## src/rtl/vram_pkg.sv

```systemverilog
// Shared types and sizes for the video RAM arbiter and its fill sequencer.
package vram_pkg;

  localparam int VRAM_AW    = 13;
  localparam int VRAM_DW    = 16;
  localparam int VRAM_WORDS = 8192;

  typedef enum logic [1:0] {
    NONE = 2'd0,
    VGA  = 2'd1,
    HOST = 2'd2,
    FILL = 2'd3
  } owner_t;

  typedef enum logic {
    ST_IDLE = 1'b0,
    ST_FILL = 1'b1
  } fill_state_t;

endpackage

```

## src/rtl/vram_fill_seq.sv

```systemverilog
// Screen-fill engine: walks every RAM address once, writing a latched value
// whenever the arbiter hands it a slot.
module vram_fill_seq
  import vram_pkg::*;
#(
  parameter int AW = VRAM_AW,
  parameter int DW = VRAM_DW
) (
  input  logic          clk,
  input  logic          rst,
  input  logic          fill_start,
  input  logic [DW-1:0] fill_value,
  input  logic          slot_grant,
  output logic          fill_req,
  output logic [AW-1:0] fill_addr,
  output logic [DW-1:0] fill_data,
  output logic          fill_busy,
  output logic          fill_done
);

  fill_state_t   state_d, state_q;
  logic [AW-1:0] cnt_d, cnt_q;
  logic [DW-1:0] val_d, val_q;
  logic          done_d, done_q;
  logic          last;

  assign last = (cnt_q == {AW{1'b1}});

  always_comb begin
    state_d = state_q;
    cnt_d   = cnt_q;
    val_d   = val_q;
    done_d  = 1'b0;
    case (state_q)
      ST_IDLE: begin
        // The done cycle still counts as busy, so a start there is dropped.
        if (fill_start && !done_q) begin
          state_d = ST_FILL;
          cnt_d   = '0;
          val_d   = fill_value;
        end
      end
      ST_FILL: begin
        if (slot_grant) begin
          cnt_d = cnt_q + 1'b1;
          if (last) begin
            state_d = ST_IDLE;
            done_d  = 1'b1;
          end
        end
      end
      default: state_d = ST_IDLE;
    endcase
  end

  always_ff @(posedge clk or negedge rst) begin
    if (!rst) begin
      state_q <= ST_IDLE;
      cnt_q   <= '0;
      val_q   <= '0;
      done_q  <= 1'b0;
    end else begin
      state_q <= state_d;
      cnt_q   <= cnt_d;
      val_q   <= val_d;
      done_q  <= done_d;
    end
  end

  assign fill_req  = (state_q == ST_FILL);
  assign fill_addr = cnt_q;
  assign fill_data = val_q;
  assign fill_busy = (state_q == ST_FILL) || done_q;
  assign fill_done = done_q;

endmodule

```

## src/rtl/vram_arbiter.sv

```systemverilog
// Single-port video RAM arbiter: fixed priority VGA > host > fill, one access
// per clock, with a decide / issue / return pipeline.
module vram_arbiter
  import vram_pkg::*;
#(
  parameter int AW = VRAM_AW,
  parameter int DW = VRAM_DW
) (
  input  logic          clk,
  input  logic          rst,
  input  logic          vga_req,
  input  logic [AW-1:0] vga_addr,
  output logic          vga_valid,
  output logic [DW-1:0] vga_data,
  input  logic          host_req,
  input  logic          host_we,
  input  logic [AW-1:0] host_addr,
  input  logic [DW-1:0] host_wdata,
  output logic          host_ack,
  output logic [DW-1:0] host_rdata,
  input  logic          fill_start,
  input  logic [DW-1:0] fill_value,
  output logic          fill_busy,
  output logic          fill_done,
  output logic [AW-1:0] ram_addr,
  output logic          ram_we,
  output logic [DW-1:0] ram_din,
  input  logic [DW-1:0] ram_dout
);

  owner_t        owner_d, owner1_q, owner2_q;
  logic [AW-1:0] ram_addr_d, ram_addr_q;
  logic          ram_we_d, ram_we_q;
  logic [DW-1:0] ram_din_d, ram_din_q;
  logic          we2_q;
  logic          host_busy_d, host_busy_q;
  logic          fill_req, fill_grant;
  logic [AW-1:0] fill_addr;
  logic [DW-1:0] fill_data;

  vram_fill_seq #(
    .AW(AW),
    .DW(DW)
  ) u_fill (
    .clk       (clk),
    .rst       (rst),
    .fill_start(fill_start),
    .fill_value(fill_value),
    .slot_grant(fill_grant),
    .fill_req  (fill_req),
    .fill_addr (fill_addr),
    .fill_data (fill_data),
    .fill_busy (fill_busy),
    .fill_done (fill_done)
  );

  // Idle slots keep the last address/data so the RAM bus only toggles on use.
  always_comb begin
    owner_d    = NONE;
    ram_addr_d = ram_addr_q;
    ram_we_d   = 1'b0;
    ram_din_d  = ram_din_q;
    if (vga_req) begin
      owner_d    = VGA;
      ram_addr_d = vga_addr;
    end else if (host_req && !host_busy_q) begin
      owner_d    = HOST;
      ram_addr_d = host_addr;
      ram_we_d   = host_we;
      ram_din_d  = host_wdata;
    end else if (fill_req) begin
      owner_d    = FILL;
      ram_addr_d = fill_addr;
      ram_we_d   = 1'b1;
      ram_din_d  = fill_data;
    end
  end

  assign fill_grant = (owner_d == FILL);

  always_comb begin
    host_busy_d = host_busy_q;
    if (owner_d == HOST) begin
      host_busy_d = 1'b1;
    end else if (host_ack) begin
      host_busy_d = 1'b0;
    end
  end

  always_ff @(posedge clk or negedge rst) begin
    if (!rst) begin
      owner1_q    <= NONE;
      owner2_q    <= NONE;
      ram_addr_q  <= '0;
      ram_we_q    <= 1'b0;
      ram_din_q   <= '0;
      we2_q       <= 1'b0;
      host_busy_q <= 1'b0;
    end else begin
      owner1_q    <= owner_d;
      owner2_q    <= owner1_q;
      ram_addr_q  <= ram_addr_d;
      ram_we_q    <= ram_we_d;
      ram_din_q   <= ram_din_d;
      we2_q       <= ram_we_q;
      host_busy_q <= host_busy_d;
    end
  end

  assign ram_addr   = ram_addr_q;
  assign ram_we     = ram_we_q;
  assign ram_din    = ram_din_q;
  assign vga_valid  = (owner2_q == VGA);
  assign vga_data   = vga_valid ? ram_dout : '0;
  assign host_ack   = (owner2_q == HOST);
  assign host_rdata = (host_ack && !we2_q) ? ram_dout : '0;

endmodule

```

## config.mk

```make
export PLATFORM = sky130hd
export DESIGN_NAME = vram_arbiter
export DESIGN_NICKNAME = d
export VERILOG_FILES = /design/src/rtl/vram_pkg.sv /design/src/rtl/vram_fill_seq.sv /design/src/rtl/vram_arbiter.sv
export SDC_FILE = /design/constraint.sdc
export NUM_CORES = 1
export LEC_CHECK = 0
export BUFFER_PORTS_ARGS = -buffer_cell sky130_fd_sc_hd__buf_2
export CORE_MARGIN = 2
export CORE_UTILIZATION = 45
export CTS_CLUSTER_DIAMETER = 30
export DETAILED_ROUTE_END_ITERATION = 10
export GPL_TIMING_DRIVEN = 0
export PLACE_DENSITY_LB_ADDON = 0.25
export SETUP_SLACK_MARGIN = 0.05
export SYNTH_ARGS = -nofsm -noshare
export SYNTH_HDL_FRONTEND = slang
export SYNTH_SLANG_ARGS = --single-unit
```

## constraint.sdc

```tcl
create_clock -name clk -period 2.15 [get_ports clk]
set_input_delay 0.43 -clock clk [delete_from_list [all_inputs] [get_ports clk]]
set_output_delay 0.43 -clock clk [all_outputs]
set_load 0.02 [all_outputs]
```

Word-level counts from Yosys, hierarchy flattened. Index checks and enable logic that the tools add are counted.

Flip-flop bits (word level): 67. Input port bits: 80. Output and inout bits: 66. Logic and storage cells: 59.

Add/subtract/negate cells: 1. Equality and inequality tests: 7. Mux-type cells: 25. Bitwise operators: 2. Reductions and logical operators: 13.

Operator list (count): two-way mux 13 bit (5); two-way mux 16 bit (4); case mux 13 bit (2 select lines) (1); adder 13 x 1 -> 13 bit (second input constant) (1); == test 13 bit (second input constant) (1); two-way mux 1 bit (11); == test 2 bit (second input constant) (3); two-way mux 2 bit (3); AND reduction 2 bit (3); nonzero test 2 bit (2); logical AND 1 bit (3); zero test 1 bit (3); nonzero test 3 bit (1); == test 2 x 1 -> 1 bit (second input constant) (1); != test 2 x 1 -> 1 bit (second input constant) (1); != test 2 bit (second input constant) (1); inverter 1 bit (2); case mux 1 bit (2 select lines) (1); logical OR 1 bit (1).

Depth between registers and ports, before layout.
Word-level depth: 7. Depth in mapped cells: 7. Depth with buffers taken out: 5.

Modules after synthesis. Synthesis repeated with hierarchy kept, for this count alone.

Cell total of the unflattened synthesis: 340. Area total of the unflattened synthesis: 3429.5 um^2.

Modules (own cells, without submodules): vram_arbiter (instances 1, cells an instance 191, area each 2033.2 um^2, seq. area each 900.9 um^2); vram_fill_seq (instances 1, cells an instance 149, area each 1396.3 um^2, seq. area each 775.7 um^2).

Least setup slack after synthesis. OpenSTA, ideal clock, no wires.

Path kind: input port to flip-flop. Start: input port vga_req. End: register u_fill.cnt_q[9], in the netlist u_fill.fill_addr[9]. Library setup time: 78 ps. Arrival: 1892 ps. Data required time: 2072 ps. Path slack: 180 ps. Stages on the path: 6. Buffers on the path: 2. Path through: nand2b_4 buf_6 or4b_1 buf_2 or4_1 a21oi_1.

Cells in the longest elaborated chain, start to end: 4.

RTL lines: start: declaration (RTL line vram_arbiter.sv:11) `input logic vga_req,`; two-way mux 2 bit (RTL line vram_arbiter.sv:63) `if (vga_req) begin`; == test 2 bit (RTL line vram_arbiter.sv:79) `assign fill_grant = (owner_d == FILL);`; != test 2 bit (no source line); AND reduction 2 bit (no source line); end signal: assignment (RTL line vram_fill_seq.sv:64) `cnt_q <= cnt_d;`; end: declaration (RTL line vram_fill_seq.sv:22) `logic [AW-1:0] cnt_d, cnt_q;`.

Every way passes these cells. A chain may end at the register's enable or synchronous reset.

Worst setup path after layout.
Start: register u_fill.state_q, in the netlist u_fill.fill_req. End: register u_fill.cnt_q[11], in the netlist u_fill.fill_addr[11].

Cells in the longest elaborated chain, start to end: 6. Elaborated cells on any way between the ends: 9. Those cells by class: eq/ne (3); mux (4); bitwise (1); reduce/logical (1).

RTL lines: start: declaration (RTL line vram_fill_seq.sv:21) `fill_state_t state_d, state_q;`; start signal: assignment (RTL line vram_fill_seq.sv:63) `state_q <= state_d;`; two-way mux 2 bit (RTL line vram_arbiter.sv:71) `end else if (fill_req) begin`; two-way mux 2 bit (RTL line vram_arbiter.sv:66) `end else if (host_req && !host_busy_q) begin`; two-way mux 2 bit (RTL line vram_arbiter.sv:63); == test 2 bit (RTL line vram_arbiter.sv:79); != test 2 bit (no source line); AND reduction 2 bit (no source line).

Several ways; a longest one is shown, not always the timed one.

==> results_dict.tcl <==
set metrics [dict create \
    hpwl_um 6107 \
    rr_endpoint "u_fill.fill_addr[11]" \
    use_met3_pct 6.250 \
    area_growth_pct 35.60 \
    start_util_pct 46.81 \
    clkLatencyLatePin_ns 0.34 \
    slew_headroom_pct 43.85 \
    drt_iter0_markers 202 \
    layout_commonest_cell "buf_2" \
    die_w_um 88.53 \
    r2r_start "u_fill.fill_req" \
    hold_slack_ns 0.1793 \
    p_leak_uw 0.002245 \
    routed-via-count 3077 \
    grt.overflow.total 0 \
    firstDrtPassIters 6 \
    drive_above_1_share_pct 34.78 \
    synth_edf_count 0 \
    hold_violations 0 \
    cts_made_buffers 9 \
    viasPerCell 5.111 \
    r2r_cells 7 \
    grt.total_usage_pct 21.94 \
    drcViolationCount 0 \
    placementRows 30 \
    fp.dieArea_sq_um 7838 \
    cts.sinks 67 \
    tns_ns 0 \
    run_status "complete, no violations" \
    setup_viol 0 \
    cts_tree "yes" \
    start_kind "flip-flop" \
    cp_max_fo 9 \
    p_seq_share_pct 40.8 \
    busiest_layer "met2" \
    synth_top_flop_cell "dfrtp_1" \
    first_global_vias 2849 \
    drtAntennaViolNets 0 \
    endpoint_kind "flip-flop" \
    peakVddDrop_mv 0.3876 \
    cp.required_ns 2.41 \
    min_path_type "in -> async" \
    yosysWarnings 0 \
    syn_area_sq_um 3216 \
    diodes 0 \
    cts_root_buffer "clkbuf_8" \
    worstPathArrival_ns 2.27 \
    rsz0062_at_grt "yes" \
    synth_top_cell_by_area "dfrtp_1" \
    netSwitchingFraction_pct 30.20 \
    finish.utilization_pct 63.48 \
    worst_slew_pin_slew_ns 0.8423 \
    path_clk_slew_ns 0.08 \
    fp.coreArea_sq_um 6869 \
    grt_pass1_wl_um 13140 \
    fmax_mhz 496.5 \
    slew_viol_final 0 \
    netlist-cell-type-count 32 \
    pin_count 146 \
    avgRoutedWirePerCell_um 14.03 \
    power.density_nw_per_um2 867.5 \
    nFillCells 630 \
    p_clk_share_pct 35.3 \
    synth_top_cell_area_share_pct 52.14 \
    power.internal_uw 2641 \
    avgSynthCellArea_sq_um 9.348 \
    synth-seq-area-share_pct 52.14 \
    ff2ff_setup_slack_ns 0.14 \
    layout_common_cells "buf_2 (146), nand2_1 (83), dfrtp_1 (67)" \
    use_met1_pct 27.97 \
    antenna_found_initial 0 \
    postCtsHoldBufs 0 \
    port_buffers 145 \
    report.power.total_uw 3783 \
    instances_no_fill 602 \
    grt_max_degree 68 \
    path_class "reg -> reg" \
    dp_cells 585 \
    h-tree-depth 3 \
    fin_skew_ns 0.01135 \
    netlist_instances 344 \
    syn-num-nets 425 \
    fin_nets 582 \
    met2_usage_pct 36.36 \
    cts_buffer_depth 2 \
    ys_ff_latch 67 \
    drv_cap 0 \
    synthTopCellsByArea "dfrtp_1 (52%), nand2_1 (9.7%), and2_1 (6.4%)" \
    wirelength_um 8449 \
    post-route-period-util_pct 93.69 \
    gp_congestion 0.8545 \
    period_needed_ns 2.014 \
    die_y_um 88.53 \
    power_switching_uw 1142 \
    async_reset_ff_share_pct 100.0 \
    power_frac_comb_pct 23.9 \
]
## timing repair
action / in CTS / in global routing
endpoints found under the setup margin: 36 / 32
resized for setup: 5 / 10
pin swaps: 0 / 0
buffers inserted: 0 / 1
## how the worst max path moves through the flow
stage | startpoint | endpoint | cells past startpoint | slack [ns]
6_report | u_fill.fill_req | u_fill.fill_addr[11] | 7 | 0.14
5_1_grt | owner2_q[0] | host_rdata[13] | 5 | 0.04
4_1_cts | owner2_q[0] | host_rdata[13] | 5 | 0.07
3_5_place_dp | host_req | u_fill.fill_addr[0] | 6 | -0.21
3_3_place_gp | host_req | u_fill.fill_addr[0] | 6 | -0.14
2_1_floorplan | vga_req | u_fill.fill_addr[9] | 6 | 0.18
## per-stage QoR
step / setup slack [ns] / cell area, sq um
final: 0.1357 / 4360
after global routing: 0.03994 / 4360
after CTS: 0.07121 / 4333
after detailed placement: -0.2085 / 4064
after global placement: -0.1364 / 4061
after floorplan: 0.1801 / 3216
## state kept, by name, indices dropped and copies added (netlist names)
register          flops
ram_din              16
u_fill.fill_data     16
ram_addr             13
u_fill.fill_addr     13
owner1_q              2
owner2_q              2
host_busy_q           1
ram_we                1
u_fill.fill_done      1
u_fill.fill_req       1
we2_q                 1
## logic make-up after synthesis
group | count (synthesis) | synth area share [%]
and+or+nand+nor | 165 | 24.67
DFF | 67 | 52.14
AOI/OAI and AO/OA | 62 | 12.61
buffers and inverters | 28 | 3.774
muxes | 17 | 5.331
xor gates and xnor gates | 4 | 1.089
adders and majority gates | 1 | 0.3890
## final cells by class
class	count	area, sq um	share of cell area (%)
Sequential cell	67	1677	38.45
Timing Repair Buffer	146	735.7	16.87
Buffer	24	115.1	2.640
Clock inverter	4	95.09	2.181
Multi-Input combinational cell	249	1438	32.97
Inverter	4	15.01	0.3443
Clock buffer	12	165.2	3.788
Tap cell	96	120.1	2.755
## power by group through the flow
stage / combinational, uW / clock (uW) / sequential (uW)
floorplan: 464 / 0 / 1640
global placement: 870 / 0 / 1560
detailed placement: 891 / 0 / 1560
CTS: 903 / 1350 / 1540
global route: 992 / 1400 / 1560
finish: 903 / 1330 / 1550
## layer usage
layer,up-vias,wire length (um)
met4,0,139
met2,151,3862
met3,15,784
li1,1499,-
met5,-,0
met1,1412,3662
## synth_stat cells, drive strengths merged (2+ instances only)
cell,count
o211ai,2
nand2b,3
or4,3
nand2,83
nor2,10
nor4,3
a21oi,17
o21ai,21
a21o,2
o31ai,5
nor2b,2
mux2i,16
buf,5
clkbuf,19
dfrtp,67
xnor2,4
nand3,17
nor3,2
or3,3
a221o,13
inv,4
nand4,4
and2,33
## critical path: stages (launching register included)
cell      delay (ns)
dfrtp_1         0.34
buf_6           0.11
nand2b_4        0.05
buf_6           0.13
or4b_1          0.49
buf_4           0.18
or4_1           0.48
a21oi_1         0.17
No activity file was read; power rests on OpenSTA's default activity.
